### src/rtl/rec_pkg.sv
// Shared definitions for the voice-recorder elapsed-seconds timer:
// mode encoding, time width and the default recording limit.
package rec_pkg;

  localparam int TIME_W      = 6;
  localparam int MAX_SEC_DEF = 32;

  typedef enum logic [2:0] {
    IDLE       = 3'd0,
    REC        = 3'd1,
    PAUSE_REC  = 3'd2,
    PLAY       = 3'd3,
    PAUSE_PLAY = 3'd4
  } state_t;

  // Seconds only advance in the two running modes.
  function automatic logic is_active(state_t s);
    return (s == REC) || (s == PLAY);
  endfunction

endpackage

### src/rtl/sec_tick_gen.sv
// Fractional prescaler producing one-second ticks; the playback speed factor
// scales the accumulator step (fast) or divides the raw tick rate (slow).
module sec_tick_gen #(
  parameter int CLK_HZ = 12_000_000,
  parameter int SPD_W  = 3
) (
  input  logic             i_clk,
  input  logic             i_rst_n,
  input  logic             i_en,
  input  logic             i_clr,
  input  logic             i_load,
  input  logic             i_play,
  input  logic             i_fast,
  input  logic [SPD_W-1:0] i_speed,
  output logic             o_tick
);

  localparam int ACC_W = $clog2(CLK_HZ) + SPD_W + 1;
  localparam logic [ACC_W-1:0] HZ = ACC_W'(CLK_HZ);

  logic [ACC_W-1:0] acc_q, acc_d;
  logic [ACC_W-1:0] acc_sum, step;
  logic [SPD_W-1:0] slow_q, slow_d;
  logic [SPD_W-1:0] spd_q;
  logic             fast_q;
  logic             raw_tick;
  logic             tick;
  logic             scaled;

  assign scaled = i_play && (spd_q != '0);

  // NOTE: every signal assigned here gets a default first so no path leaves it
  // unassigned; otherwise synthesis would infer a latch.
  always_comb begin
    step     = ACC_W'(1);
    acc_d    = acc_q;
    slow_d   = slow_q;
    tick     = 1'b0;
    if (scaled && fast_q) step = ACC_W'(spd_q) + ACC_W'(1);
    acc_sum  = acc_q + step;
    raw_tick = (acc_sum >= HZ);

    if (i_clr) begin
      acc_d  = '0;
      slow_d = '0;
    end else if (i_en) begin
      // Keep the remainder on wrap so long sessions do not drift.
      acc_d = raw_tick ? (acc_sum - HZ) : acc_sum;
      if (scaled && !fast_q) begin
        if (raw_tick) begin
          if (slow_q == spd_q) begin
            tick   = 1'b1;
            slow_d = '0;
          end else begin
            slow_d = slow_q + SPD_W'(1);
          end
        end
      end else begin
        tick = raw_tick;
      end
    end
  end

  assign o_tick = tick;

  // NOTE: sequential state uses non-blocking assignments so every register
  // samples the pre-edge values, independent of statement order.
  always_ff @(posedge i_clk or negedge i_rst_n) begin
    if (!i_rst_n) begin
      acc_q  <= '0;
      slow_q <= '0;
      spd_q  <= '0;
      fast_q <= 1'b0;
    end else begin
      acc_q  <= acc_d;
      slow_q <= slow_d;
      if (i_load) begin
        fast_q <= i_fast;
        spd_q  <= i_speed;
      end
    end
  end

endmodule

### src/rtl/rec_sec_timer.sv
// Recorder mode FSM and elapsed-seconds counter; drives the two-digit display
// time, the latched recording length and the automatic-end pulse.
module rec_sec_timer
  import rec_pkg::*;
#(
  parameter int CLK_HZ  = 12_000_000,
  parameter int MAX_SEC = MAX_SEC_DEF,
  parameter int SPD_W   = 3
) (
  input  logic              i_clk,
  input  logic              i_rst_n,
  input  logic              i_start_rec,
  input  logic              i_start_play,
  input  logic              i_pause,
  input  logic              i_stop,
  input  logic              i_fast,
  input  logic [SPD_W-1:0]  i_speed,
  output logic [TIME_W-1:0] o_time,
  output logic [TIME_W-1:0] o_rec_len,
  output logic [2:0]        o_state,
  output logic              o_recording,
  output logic              o_playing,
  output logic              o_done
);

  localparam logic [TIME_W-1:0] MAX_T = TIME_W'(MAX_SEC);

  state_t            state_q, state_d;
  logic [TIME_W-1:0] time_q, time_d;
  logic [TIME_W-1:0] len_q, len_d;
  logic [TIME_W-1:0] time_inc;
  logic              done_q, done_d;
  logic              rec_q, play_q;
  logic              clr, load, tick;

  sec_tick_gen #(
    .CLK_HZ (CLK_HZ),
    .SPD_W  (SPD_W)
  ) u_tick (
    .i_clk   (i_clk),
    .i_rst_n (i_rst_n),
    .i_en    (is_active(state_q)),
    .i_clr   (clr),
    .i_load  (load),
    .i_play  (state_q == PLAY),
    .i_fast  (i_fast),
    .i_speed (i_speed),
    .o_tick  (tick)
  );

  assign time_inc = time_q + TIME_W'(1);

  // Commands ignored in a given mode do not block lower-priority ones.
  always_comb begin
    state_d = state_q;
    time_d  = time_q;
    len_d   = len_q;
    done_d  = 1'b0;
    clr     = 1'b0;
    load    = 1'b0;
    case (state_q)
      IDLE: begin
        if (i_start_rec) begin
          state_d = REC;
          time_d  = '0;
          clr     = 1'b1;
        end else if (i_start_play && (len_q != '0)) begin
          state_d = PLAY;
          time_d  = '0;
          clr     = 1'b1;
          load    = 1'b1;
        end
      end
      REC: begin
        if (i_stop) begin
          state_d = IDLE;
          len_d   = time_q;
        end else if (i_pause) begin
          state_d = PAUSE_REC;
        end else if (tick) begin
          time_d = time_inc;
          if (time_inc == MAX_T) begin
            state_d = IDLE;
            len_d   = MAX_T;
            done_d  = 1'b1;
          end
        end
      end
      PLAY: begin
        if (i_stop) begin
          state_d = IDLE;
        end else if (i_pause) begin
          state_d = PAUSE_PLAY;
        end else if (tick) begin
          time_d = time_inc;
          if (time_inc == len_q) begin
            state_d = IDLE;
            done_d  = 1'b1;
          end
        end
      end
      PAUSE_REC: begin
        if (i_stop) begin
          state_d = IDLE;
          len_d   = time_q;
        end else if (i_pause || i_start_rec) begin
          state_d = REC;
        end
      end
      PAUSE_PLAY: begin
        if (i_stop) begin
          state_d = IDLE;
        end else if (i_pause || i_start_play) begin
          state_d = PLAY;
          load    = 1'b1;
        end
      end
      default: state_d = IDLE;
    endcase
  end

  always_ff @(posedge i_clk or negedge i_rst_n) begin
    if (!i_rst_n) begin
      state_q <= IDLE;
      time_q  <= '0;
      len_q   <= '0;
      done_q  <= 1'b0;
      rec_q   <= 1'b0;
      play_q  <= 1'b0;
    end else begin
      state_q <= state_d;
      time_q  <= time_d;
      len_q   <= len_d;
      done_q  <= done_d;
      rec_q   <= (state_d == REC)  || (state_d == PAUSE_REC);
      play_q  <= (state_d == PLAY) || (state_d == PAUSE_PLAY);
    end
  end

  assign o_time      = time_q;
  assign o_rec_len   = len_q;
  assign o_state     = state_q;
  assign o_recording = rec_q;
  assign o_playing   = play_q;
  assign o_done      = done_q;

endmodule

### config.mk
export PLATFORM = sky130hd
export DESIGN_NAME = rec_sec_timer
export DESIGN_NICKNAME = d
export VERILOG_FILES = /design/src/rtl/rec_pkg.sv /design/src/rtl/sec_tick_gen.sv /design/src/rtl/rec_sec_timer.sv
export SDC_FILE = /design/constraint.sdc
export NUM_CORES = 1
export LEC_CHECK = 0
export BUFFER_PORTS_ARGS = -buffer_cell sky130_fd_sc_hd__clkbuf_2
export CAP_MARGIN = 20
export CORE_MARGIN = 2
export CORE_UTILIZATION = 45
export CTS_CLUSTER_DIAMETER = 100
export DETAILED_ROUTE_END_ITERATION = 10
export GPL_TIMING_DRIVEN = 0
export PLACE_DENSITY = 0.69
export SLEW_MARGIN = 10
export SYNTH_ARGS = -nofsm -noshare
export SYNTH_HDL_FRONTEND = slang
export SYNTH_SLANG_ARGS = --single-unit
export TNS_END_PERCENT = 20
### constraint.sdc
create_clock -name i_clk -period 7.3 [get_ports i_clk]
set_clock_uncertainty 0.1 [all_clocks]
set_input_delay 0.365 -clock i_clk [delete_from_list [all_inputs] [get_ports i_clk]]
set_output_delay 0.365 -clock i_clk [all_outputs]
set_load 0.005 [all_outputs]
==> implementation parameters, run 1 <==
Parameter                              Value

Outcome
  Run status    finished clean

Clocking
  Clock sink count    53
  Post-CTS repair timing setup buffer count    0
  # hold bufs at CTS    0
  Clk_lat worst skew    320 ps
  Worst-path clk slew    110 ps
  Clock Tree Buf Depth    2
  CTS tree    yes
  Number of levels the H-tree was split into    2
  TritonCTS buffer count    5
  PostCTS Resize Cnt    0
  Buffer cell driving the clock tree root    clkbuf_8

Worst setup path
  Kind of start point of the critical path    register
  Critical-path maximum fanout    10
  Required arrival time at the worst endpoint    7400 ps
  Category of the most critical setup path    register to register
  Worst-case register-to-register setup slack    1510 ps
  Data arrival time of the critical path    5890 ps
  Crit path capture type    register

Placed design
  Detail Placement HPWL    7.73 mm
  Setup Slack @ Placement    1620 ps
  Post-placement cell area    4340 sq um
  Count of buffers inserted at the top-level ports    26
  Gp weighted congestion    0.937

Die
  Die area    9840 sq um
  Top-Level Pins    28
  Horizontal die dimension    99.2 um
  Starting utilization of the core area    46.5%
  Number of rows created at floorplan    34
  Placeable core region    8760 sq um
  Vertical die dimension    99.2 um

Synthesis
  Number of enable-type register cells in the synthesized netlist    0
  Yosys warning count    0
  Mapped cell area    4080 sq um
  Count of unique library cells instantiated by Yosys    73
  Share of synthesized flip-flops with an asynchronous set or reset    100%
  Post-synth net total    499
  Number of synthesized register bits    53
  Average size of a mapped cell    8.51 sq um
  Portion of the post-synthesis area used by sequential elements    32.5%
  Main flop type after synthesis    dfrtp_1
  Number of instances in the synthesized netlist    479

Global routing
  Initial antenna violation count    0
  All-layer global routing usage    22.3%
  Via count of the first global-routing pass    3,708
  Global-route wire length before repair    17.9 mm
  Largest net degree at the start of global routing    54
  Aggregate global routing overflow    0

Finish
  Share of layout cells above drive strength 1    14.2%
  Diodes inserted    0
  Leading cell type in the layout, fill and taps excluded    dfrtp_1
  Final instance area    4480 sq um
  Number of nets in the finished design    532
  Most used cells in the layout excluding fill and tap cells    dfrtp_1 (53), nand2_1 (48), nor2_1 (35), o21ai_0 (28), clkbuf_2 (25)
  Area overhead of the layout relative to synthesis    9.85%
  Multi-input combinational cell area    2580 sq um
  # fillers    847
  Storage cell area    1330 sq um

Timing
  Worst slew margin relative to its limit    36.6%
  Worst Tran Pin Value    944 ps
  Slew Limit Fails    0
  Top achievable clock speed    173 MHz
  Final hold violation count    0
  Time the final worst path needs with I/O delays and setup    5790 ps
  Post-Route Hold Slack    21.8 ps
  Final critical-path setup slack    1510 ps
  Setup repair after global routing missed its margin    false
  Total of endpoints with negative setup slack in the final report    0
  Setup TNS Final    0 ps
  Fraction of the cycle the final worst path needs    79.4%

Detailed routing
  Detailed Routing Iterations Pass 1    5
  Via count normalized by instance count    5.96
  Number of vias after detailed routing    3,701
  Total Wirelength    10.5 mm
  Residual DRC count    0
  Number of routed nets with antenna violations    0
  Routed wire length per instance    16.9 um
  Number of DRC violations after detailed-routing iteration 0    275

Worst hold path
  Tightest Hold Check Type    input pin to asynchronous set/reset pin

Power
  VDD IR max    0.162 mV
  Total power per unit cell area    366 nW/um^2
  Leakage power figure    0.00187 uW

Flow run
  Max cap viols    0
routing by layer:
layer	part of all wire (%)	vias to the layer above	track usage [%]
met2	47	73	36.7
met1	48	1795	31.1
met3	3.3	15	2.46
met4	1.7	0	6.22
li1	-	1818	-
met5	0	-	0
path summary, 6_finish.rpt:
path,cells past startpoint,end,start
setup / recovery,22,u_tick.acc_q[25]$_DFFE_PN0P_,o_state[2]$_DFF_PN0_
hold / removal,1,u_tick.spd_q[0]$_DFFE_PN0P_,i_rst_n
setup reg to reg,22,u_tick.acc_q[25]$_DFFE_PN0P_,o_state[2]$_DFF_PN0_
hold reg to reg,2,u_tick.acc_q[3]$_DFFE_PN0P_,u_tick.acc_q[3]$_DFFE_PN0P_
max in group asynchronous,1,u_tick.acc_q[22]$_DFFE_PN0P_,i_rst_n
min in group i_clk,3,u_tick.spd_q[0]$_DFFE_PN0P_,i_speed[0]
cells in the mapped netlist (all sizes together), types with 3 or more instances:
library cell | instances | area [sq um]
or3 | 4 | 25.0
nor3 | 26 | 151
and2 | 6 | 40.0
or4 | 4 | 33.8
a31oi | 6 | 52.6
o31ai | 5 | 37.5
buf | 5 | 42.5
nor2b | 4 | 25.0
o31a | 5 | 43.8
mux2i | 4 | 40.0
or2 | 5 | 31.3
ha | 9 | 113
o2bb2ai | 3 | 26.3
inv | 18 | 67.6
o22ai | 9 | 56.3
o21a | 4 | 30.0
nand2b | 4 | 25.0
mux2 | 5 | 60.1
nor2 | 35 | 131
a22o | 6 | 52.6
and3 | 11 | 68.8
nand4 | 9 | 56.3
xor2 | 15 | 131
and4 | 3 | 26.3
xnor2 | 23 | 209
o211ai | 4 | 30.0
a211o | 3 | 26.3
dfrtp | 53 | 1330
clkbuf | 16 | 60.1
a21o | 4 | 30.0
nor4 | 12 | 118
nand3 | 25 | 150
a21oi | 25 | 129
nand2 | 50 | 193
o21ai | 30 | 150
worst max-delay path: stages (launching register included):
cell and delay (ps):
dfrtp_1 360, clkbuf_1 320, nand2b_1 150, clkbuf_1 360, a211oi_1 130, and2_1 200
nand2_1 90, ha_1 190, inv_1 60, fa_1 400, nand2b_1 210, a211oi_1 500
and2_1 310, xnor2_1 150, ha_1 240, a21oi_1 100, o211ai_1 290, a21oi_2 150
o21ba_1 220, buf_6 140, or4_4 510, a31o_1 230, mux2_4 250
metrics by stage:
stage               std cells  util [%]  power (uW)
global placement          613      49.5        1370
floorplan                 479         -        1150
detailed placement        613      49.6        1390
global route              621      51.1        1770
finish                    621      51.1        1640
CTS                       621      51.1        1640
area by class of cell:
class	count	share of cell area [%]
Inverter	18	1.51
Multi-Input combinational cell	387	57.6
Sequential cell	53	29.6
Clock inverter	3	1.45
Buffer	21	2.29
Timing Repair Buffer	26	2.96
Clock buffer	5	1.54
Tap cell	108	3.02
cell families after synthesis:
group | after synthesis | synth area share, %
AO/OA/AOI/OAI | 125 | 21.2
XOR/XNOR | 38 | 8.35
adder cells (fa/ha/maj) | 10 | 3.25
buffers and inverters | 39 | 4.17
flip-flops | 53 | 32.5
multiplexers | 9 | 2.46
AND/OR/NAND/NOR | 205 | 28.1
flip-flops by register name, summed over array words and instances, names as in the netlist:
signal / flops
o_state: 3
o_done: 1
u_tick.spd_q: 3
o_recording: 1
u_tick.slow_q: 3
o_rec_len: 6
o_playing: 1
u_tick.fast_q: 1
o_time: 6
u_tick.acc_q: 28
where the power goes:
part	switching (uW)	leakage (uW)	total [uW]	internal (uW)
Sequential	110	0.000699	496	386
Combinational	538	0.00110	901	363
Clock	104	0.0000681	240	136
Note: power is estimated with default switching activity, not from simulation.
==> inputs of run 2 (changes only) <==
==> constraint.sdc (replaced) <==
create_clock -name i_clk -period 5.9 [get_ports i_clk]
set_clock_uncertainty 0.1 [all_clocks]
set_input_delay 0.295 -clock i_clk [delete_from_list [all_inputs] [get_ports i_clk]]
set_output_delay 0.295 -clock i_clk [all_outputs]
set_load 0.005 [all_outputs]
==> run 2 against run 1 <==
  * Utilization grew 0.14 points
  * Power rose by 24%
  * Count of clock-buffer cells in the layout is the same
  * Critical path depth decreased by 1
  * Clock power grew 24%
  * Sequential share of layout area shrank 0.083 points
  * Final cell count unchanged
  * Critical endpoint unchanged
==> implementation parameters, run 2 (synthesis gave the netlist of run 1 again) <==
Parameter                              Value

Timing
  Setup TNS Final    0 ps (unchanged)
  Time the final worst path needs with I/O delays and setup    5500 ps (was 5790 ps)
  Fraction of the cycle the final worst path needs    93.2% (was 79.4%)
  Top achievable clock speed    182 MHz (was 173 MHz)
  Total of endpoints with negative setup slack in the final report    0 (unchanged)
  Final hold violation count    0 (unchanged)
  Worst Tran Pin Value    925 ps (was 944 ps)
  Post-Route Hold Slack    73.6 ps (was 21.8 ps)
  Final critical-path setup slack    402 ps (was 1510 ps)
  Worst slew margin relative to its limit    37.8% (was 36.6%)
  Slew Limit Fails    0 (unchanged)
  Setup repair after global routing missed its margin    false (unchanged)

Die
  Number of rows created at floorplan    34 (unchanged)
  Die area    9840 sq um (unchanged)
  Horizontal die dimension    99.2 um (unchanged)
  Vertical die dimension    99.2 um (unchanged)
  Starting utilization of the core area    46.5% (unchanged)
  Placeable core region    8760 sq um (unchanged)
  Top-Level Pins    28 (unchanged)

Finish
  Storage cell area    1330 sq um (unchanged)
  Most used cells in the layout excluding fill and tap cells    dfrtp_1 (53), nand2_1 (48), nor2_1 (35), o21ai_0 (28), clkbuf_2 (26) (was dfrtp_1 (53), nand2_1 (48), nor2_1 (35), o21ai_0 (28), clkbuf_2 (25))
  Share of layout cells above drive strength 1    14.6% (was 14.2%)
  Leading cell type in the layout, fill and taps excluded    dfrtp_1 (unchanged)
  Diodes inserted    0 (unchanged)
  Utilization after layout    51.2% (was 51.1%)
  Largest register FFs    28 (unchanged)
  Multi-input combinational cell area    2580 sq um (about the same)
  Final instance area    4490 sq um (was 4480 sq um)
  # fillers    845 (was 847)
  Register name with the most flops    u_tick.acc_q (unchanged)
  Number of nets in the finished design    532 (unchanged)
  Area overhead of the layout relative to synthesis    10.2% (was 9.85%)

Clocking
  Post-CTS repair timing setup buffer count    0 (unchanged)
  Buffer cell driving the clock tree root    clkbuf_8 (unchanged)
  Number of levels the H-tree was split into    2 (unchanged)
  Clk_lat worst skew    320 ps (about the same)
  Worst-path clk slew    110 ps (about the same)
  Clock Tree Buf Depth    2 (unchanged)
  Clock sink count    53 (unchanged)
  CTS tree    yes (unchanged)
  TritonCTS buffer count    5 (unchanged)

Detailed routing
  Number of routed nets with antenna violations    0 (unchanged)
  Detailed Routing Iterations Pass 1    5 (unchanged)
  Number of vias after detailed routing    3,734 (was 3,701)
  Routed wire length per instance    16.9 um (about the same)
  Via count normalized by instance count    6.01 (was 5.96)
  Number of DRC violations after detailed-routing iteration 0    236 (was 275)
  Residual DRC count    0 (unchanged)
  Total Wirelength    10.5 mm (about the same)

Global routing
  Global-route wire length before repair    17.9 mm (unchanged)
  Initial antenna violation count    0 (unchanged)
  Largest net degree at the start of global routing    54 (unchanged)
  Aggregate global routing overflow    0 (unchanged)
  All-layer global routing usage    22.3% (unchanged)
  Via count of the first global-routing pass    3,708 (unchanged)

Worst setup path
  Category of the most critical setup path    register to register (unchanged)
  Data arrival time of the critical path    5600 ps (was 5890 ps)
  Reg2reg path depth    21 (was 22)
  Kind of start point of the critical path    register (unchanged)
  Critical-path maximum fanout    10 (unchanged)
  Crit path capture type    register (unchanged)
  Required arrival time at the worst endpoint    6000 ps (was 7400 ps)

Power
  Leakage power figure    0.00188 uW (was 0.00187 uW)
  Total power per unit cell area    451 nW/um^2 (was 366 nW/um^2)
  VDD IR max    0.198 mV (was 0.162 mV)

Placed design
  Setup Slack @ Placement    221 ps (was 1620 ps)
  Gp weighted congestion    0.937 (unchanged)
  Detail Placement HPWL    7.73 mm (unchanged)
  Count of buffers inserted at the top-level ports    26 (unchanged)
  Post-placement cell area    4340 sq um (unchanged)

Flow run
  Max cap viols    0 (unchanged)

Worst hold path
  Tightest Hold Check Type    input pin to register (was input pin to asynchronous set/reset pin)
  Worst Hold Depth    3

Outcome
  Run status    finished clean (unchanged)
==> run 2: cell types whose count changed in the layout (fill, tap and decap cells not counted), sizes merged <==
cell,previous run,this run
dlygate4sd3,0,1
clkbuf,47,46
==> run 2: power breakdown <==
| part | switching (uW) | internal [uW] |
|---|---|---|
| Combinational | 667 | 449 |
| Sequential | 135 | 478 |
| Clock | 129 | 169 |
| Total | 931 | 1100 |
==> run 2: layout make-up <==
| class | count | area share, % |
|---|---|---|
| inverter | 18 | 1.50 |
| tap | 108 | 3.01 |
| multi-input combinational | 387 | 57.6 |
| sequential | 53 | 29.5 |
| clock inverter | 3 | 1.45 |
| buffer | 20 | 2.23 |
| timing repair buffer | 27 | 3.18 |
| clock buffer | 5 | 1.53 |
==> run 2: through the flow <==
step / total power, uW / cells
4_1_cts: 2030 / 622
3_5_place_dp: 1730 / 613
2_1_floorplan: 1420 / 479
6_report: 2030 / 621
3_3_place_gp: 1690 / 613
5_1_grt: 2190 / 621
==> run 2: final timing paths <==
kind,from,to,slack [ps]
max,o_state[2]$_DFF_PN0_,u_tick.acc_q[25]$_DFFE_PN0P_,400
min,i_speed[0],u_tick.spd_q[0]$_DFFE_PN0P_,70
max reg2reg,o_state[2]$_DFF_PN0_,u_tick.acc_q[25]$_DFFE_PN0P_,400
min reg2reg,u_tick.acc_q[3]$_DFFE_PN0P_,u_tick.acc_q[3]$_DFFE_PN0P_,420
max in group asynchronous,i_rst_n,u_tick.acc_q[22]$_DFFE_PN0P_,4720
min in group asynchronous,i_rst_n,u_tick.spd_q[0]$_DFFE_PN0P_,490
==> run 2: timing repair <==
| item | 4_1_cts | 5_1_grt |
|---|---|---|
| endpoints found under the hold margin | 41 | 0 |
| setup endpoints to repair | 0 | 26 |
| resized for setup | 0 | 3 |
| hold buffers | 1 | 0 |
==> run 2: metal layers <==
metal | GRT usage (%) | vias to the layer above | share of wire, %
met1 | 31.1 | 1820 | 47
met3 | 2.46 | 16 | 3.8
met4 | 6.22 | 0 | 1.8
met2 | 36.7 | 81 | 47
met5 | 0 | - | 0
li1 | - | 1817 | -
==> run 2: critical path, stage by stage, from the launching register on <==
cell      delay [ps]
dfrtp_1          360
clkbuf_1         330
nand2b_1         390
a211oi_1         130
and2_1           190
nand2_1           90
ha_1             190
inv_1             60
fa_1             400
nand2b_1         210
a211oi_2         350
and2_1           280
xnor2_1          150
ha_1             240
a21oi_1          100
o211ai_1         290
a21oi_2          150
o21ba_1          220
buf_6            140
or4_4            510
a31o_1           230
mux2_4           250
==> inputs of run 3 (changes only) <==
--- a/config.mk
+++ b/config.mk
@@ -7,12 +7,11 @@
 export LEC_CHECK = 0
 export BUFFER_PORTS_ARGS = -buffer_cell sky130_fd_sc_hd__clkbuf_2
 export CAP_MARGIN = 20
-export CORE_MARGIN = 2
-export CORE_UTILIZATION = 45
+export CORE_UTILIZATION = 50
 export CTS_CLUSTER_DIAMETER = 100
 export DETAILED_ROUTE_END_ITERATION = 10
 export GPL_TIMING_DRIVEN = 0
-export PLACE_DENSITY = 0.69
+export PLACE_DENSITY = 0.75
 export SLEW_MARGIN = 10
 export SYNTH_ARGS = -nofsm -noshare
 export SYNTH_HDL_FRONTEND = slang
==> run 3 against run 2 <==
  * Sequential power about the same
  * Register-to-register slack got worse by 40 ps
  * Setup slack got worse by 38 ps
  * Critical endpoint unchanged
  * Largest cell class unchanged
==> implementation parameters, run 3 (synthesis gave the netlist of run 1 again) <==
Parameter                              Value

Outcome
  Run status    finished clean (unchanged)

Detailed routing
  Number of DRC violations after detailed-routing iteration 0    315 (was 236)
  Detailed Routing Iterations Pass 1    5 (unchanged)
  Via count normalized by instance count    6.23 (was 6.01)
  Residual DRC count    0 (unchanged)
  Total Wirelength    10.3 mm (was 10.5 mm)
  Number of routed nets with antenna violations    0 (unchanged)
  Routed wire length per instance    16.8 um (was 16.9 um)
  Number of vias after detailed routing    3,823 (was 3,734)

Global routing
  Initial antenna violation count    0 (unchanged)
  All-layer global routing usage    25.3% (was 22.3%)
  Global-route wire length before repair    17.2 mm (was 17.9 mm)
  Aggregate global routing overflow    0 (unchanged)
  Via count of the first global-routing pass    3,533 (was 3,708)
  Largest net degree at the start of global routing    54 (unchanged)

Flow run
  Max cap viols    0 (unchanged)

Clocking
  Number of levels the H-tree was split into    2 (unchanged)
  Clock sink count    53 (unchanged)
  Clock Tree Buf Depth    2 (unchanged)
  Clk_lat worst skew    320 ps (about the same)
  Buffer cell driving the clock tree root    clkbuf_8 (unchanged)
  Worst-path clk slew    100 ps (was 110 ps)
  CTS tree    yes (unchanged)
  TritonCTS buffer count    5 (unchanged)
  Post-CTS repair timing setup buffer count    0 (unchanged)

Worst hold path
  Hold Startpoint    i_speed[0] (unchanged)
  Tightest Hold Check Type    input pin to register (unchanged)

Finish
  Share of layout cells above drive strength 1    14.6% (about the same)
  Register name with the most flops    u_tick.acc_q (unchanged)
  Number of non-filler instances in the completed layout    614 (was 621)
  Leading cell type in the layout, fill and taps excluded    dfrtp_1 (unchanged)
  Number of nets in the finished design    532 (unchanged)
  Diodes inserted    0 (unchanged)
  Largest register FFs    28 (unchanged)
  Area overhead of the layout relative to synthesis    9.45% (was 10.2%)
  Most used cells in the layout excluding fill and tap cells    dfrtp_1 (53), nand2_1 (48), nor2_1 (35), o21ai_0 (28), clkbuf_2 (26) (unchanged)
  Utilization after layout    57.1% (was 51.2%)

Timing
  Worst Tran Pin Value    912 ps (was 925 ps)
  Final hold violation count    0 (unchanged)
  Post-Route Hold Slack    86.1 ps (was 73.6 ps)
  Setup repair after global routing missed its margin    false (unchanged)
  Top achievable clock speed    181 MHz (was 182 MHz)
  Worst slew margin relative to its limit    38.7% (was 37.8%)
  Slew Limit Fails    0 (unchanged)
  Setup TNS Final    0 ps (unchanged)
  Fraction of the cycle the final worst path needs    93.8% (was 93.2%)
  Time the final worst path needs with I/O delays and setup    5540 ps (was 5500 ps)
  Total of endpoints with negative setup slack in the final report    0 (unchanged)

Placed design
  Count of buffers inserted at the top-level ports    26 (unchanged)
  Gp weighted congestion    0.958 (was 0.937)
  Detail Placement HPWL    7.48 mm (was 7.73 mm)
  Number of cells after detailed placement    607 (was 613)

Power
  Power consumption    1990 uW (was 2030 uW)
  Leakage power figure    0.00186 uW (was 0.00188 uW)
  Total power per unit cell area    445 nW/um^2 (was 451 nW/um^2)
  VDD IR max    0.183 mV (was 0.198 mV)

Die
  Placeable core region    7810 sq um (was 8760 sq um)
  Starting utilization of the core area    52.2% (was 46.5%)
  Horizontal die dimension    92.3 um (was 99.2 um)
  Number of rows created at floorplan    32 (was 34)
  Top-Level Pins    28 (unchanged)
  Vertical die dimension    92.3 um (was 99.2 um)
  Die area    8520 sq um (was 9840 sq um)

Worst setup path
  Number of buffers and inverters on the critical path    3 (unchanged)
  Crit path capture type    register (unchanged)
  Slowest library cell on the worst path    or4_4 (unchanged)
  CP cell instances    clkbuf_1, nand2b_1, a211oi_1, and2_1, nand2_1, ha_1, inv_1, fa_1, nand2b_1, a211oi_2, and2_1, xnor2_1, ha_1, a21oi_1, o211ai_1, a21oi_2, o21ba_1, buf_6, or4_4, a31o_1, mux2_4 (unchanged)
  Critical-path maximum fanout    10 (unchanged)
  Category of the most critical setup path    register to register (unchanged)
  Startpoint of the worst register-to-register path    o_state[2]$_DFF_PN0_ (unchanged)
  Required arrival time at the worst endpoint    6000 ps (about the same)
  Kind of start point of the critical path    register (unchanged)
  Top Family by Delay on Critical Path    simple AND/OR/NAND/NOR gates (unchanged)
  Data arrival time of the critical path    5640 ps (was 5600 ps)
  Worst setup path startpoint    o_state[2]$_DFF_PN0_ (unchanged)
  Slowest Stage Delay on Critical Path    510 ps (about the same)
## run 3: path summary, 6_finish.rpt
kind	endpoint	slack [ps]	cells past startpoint
max	u_tick.acc_q[25]$_DFFE_PN0P_	360	21
min	u_tick.spd_q[0]$_DFFE_PN0P_	90	3
max reg2reg	u_tick.acc_q[25]$_DFFE_PN0P_	360	21
min reg2reg	u_tick.acc_q[3]$_DFFE_PN0P_	410	2
max in group asynchronous	u_tick.acc_q[3]$_DFFE_PN0P_	4710	2
min in group asynchronous	o_rec_len[3]$_DFFE_PN0P_	520	2
## run 3: report_power, final
group / leakage, uW / switching, uW / internal, uW
Combinational: 0.00111 / 669 / 450
Clock: 0.0000546 / 128 / 126
Sequential: 0.000699 / 136 / 478
Total: 0.00186 / 933 / 1050
## run 3: cell type report
| class | count | area [sq um] |
|---|---|---|
| repair buffers | 27 | 143 |
| clock buffers | 5 | 68.8 |
| multi-input cells | 387 | 2590 |
| well taps | 102 | 128 |
| plain buffers | 20 | 100 |
| flip-flops and latches | 53 | 1330 |
| inverters | 18 | 67.6 |
| clock inverters | 2 | 38.8 |
| fillers | 710 | 3350 |
## run 3: metrics by stage
step | setup slack (ps) | area [sq um]
floorplan | 967 | 4080
global placement | 289 | 4330
detailed placement | 253 | 4340
CTS | 188 | 4450
global route | 54.2 | 4460
finish | 364 | 4460
## run 3: per-layer routing
metal  GRT usage (%)  wire (um)  up-vias  part of all wire [%]
li1                -          -     1824                     -
met1            34.5       4780     1832                    46
met2            41.2       4760      143                    46
met3            3.86        545       24                   5.3
met4            7.94        220        0                   2.1
met5               0          0        -                     0
## run 3: tightest hold or removal path, stage by stage
cell	delay [ps]
clkbuf_2	70
nand2_1	40
o21ai_0	60
## run 3: timing repair
item / 4_1_cts / 5_1_grt
hold endpoints to repair: 53 / 0
setup endpoints to repair: 0 / 29
resized for setup: 0 / 4
hold buffers: 1 / 0
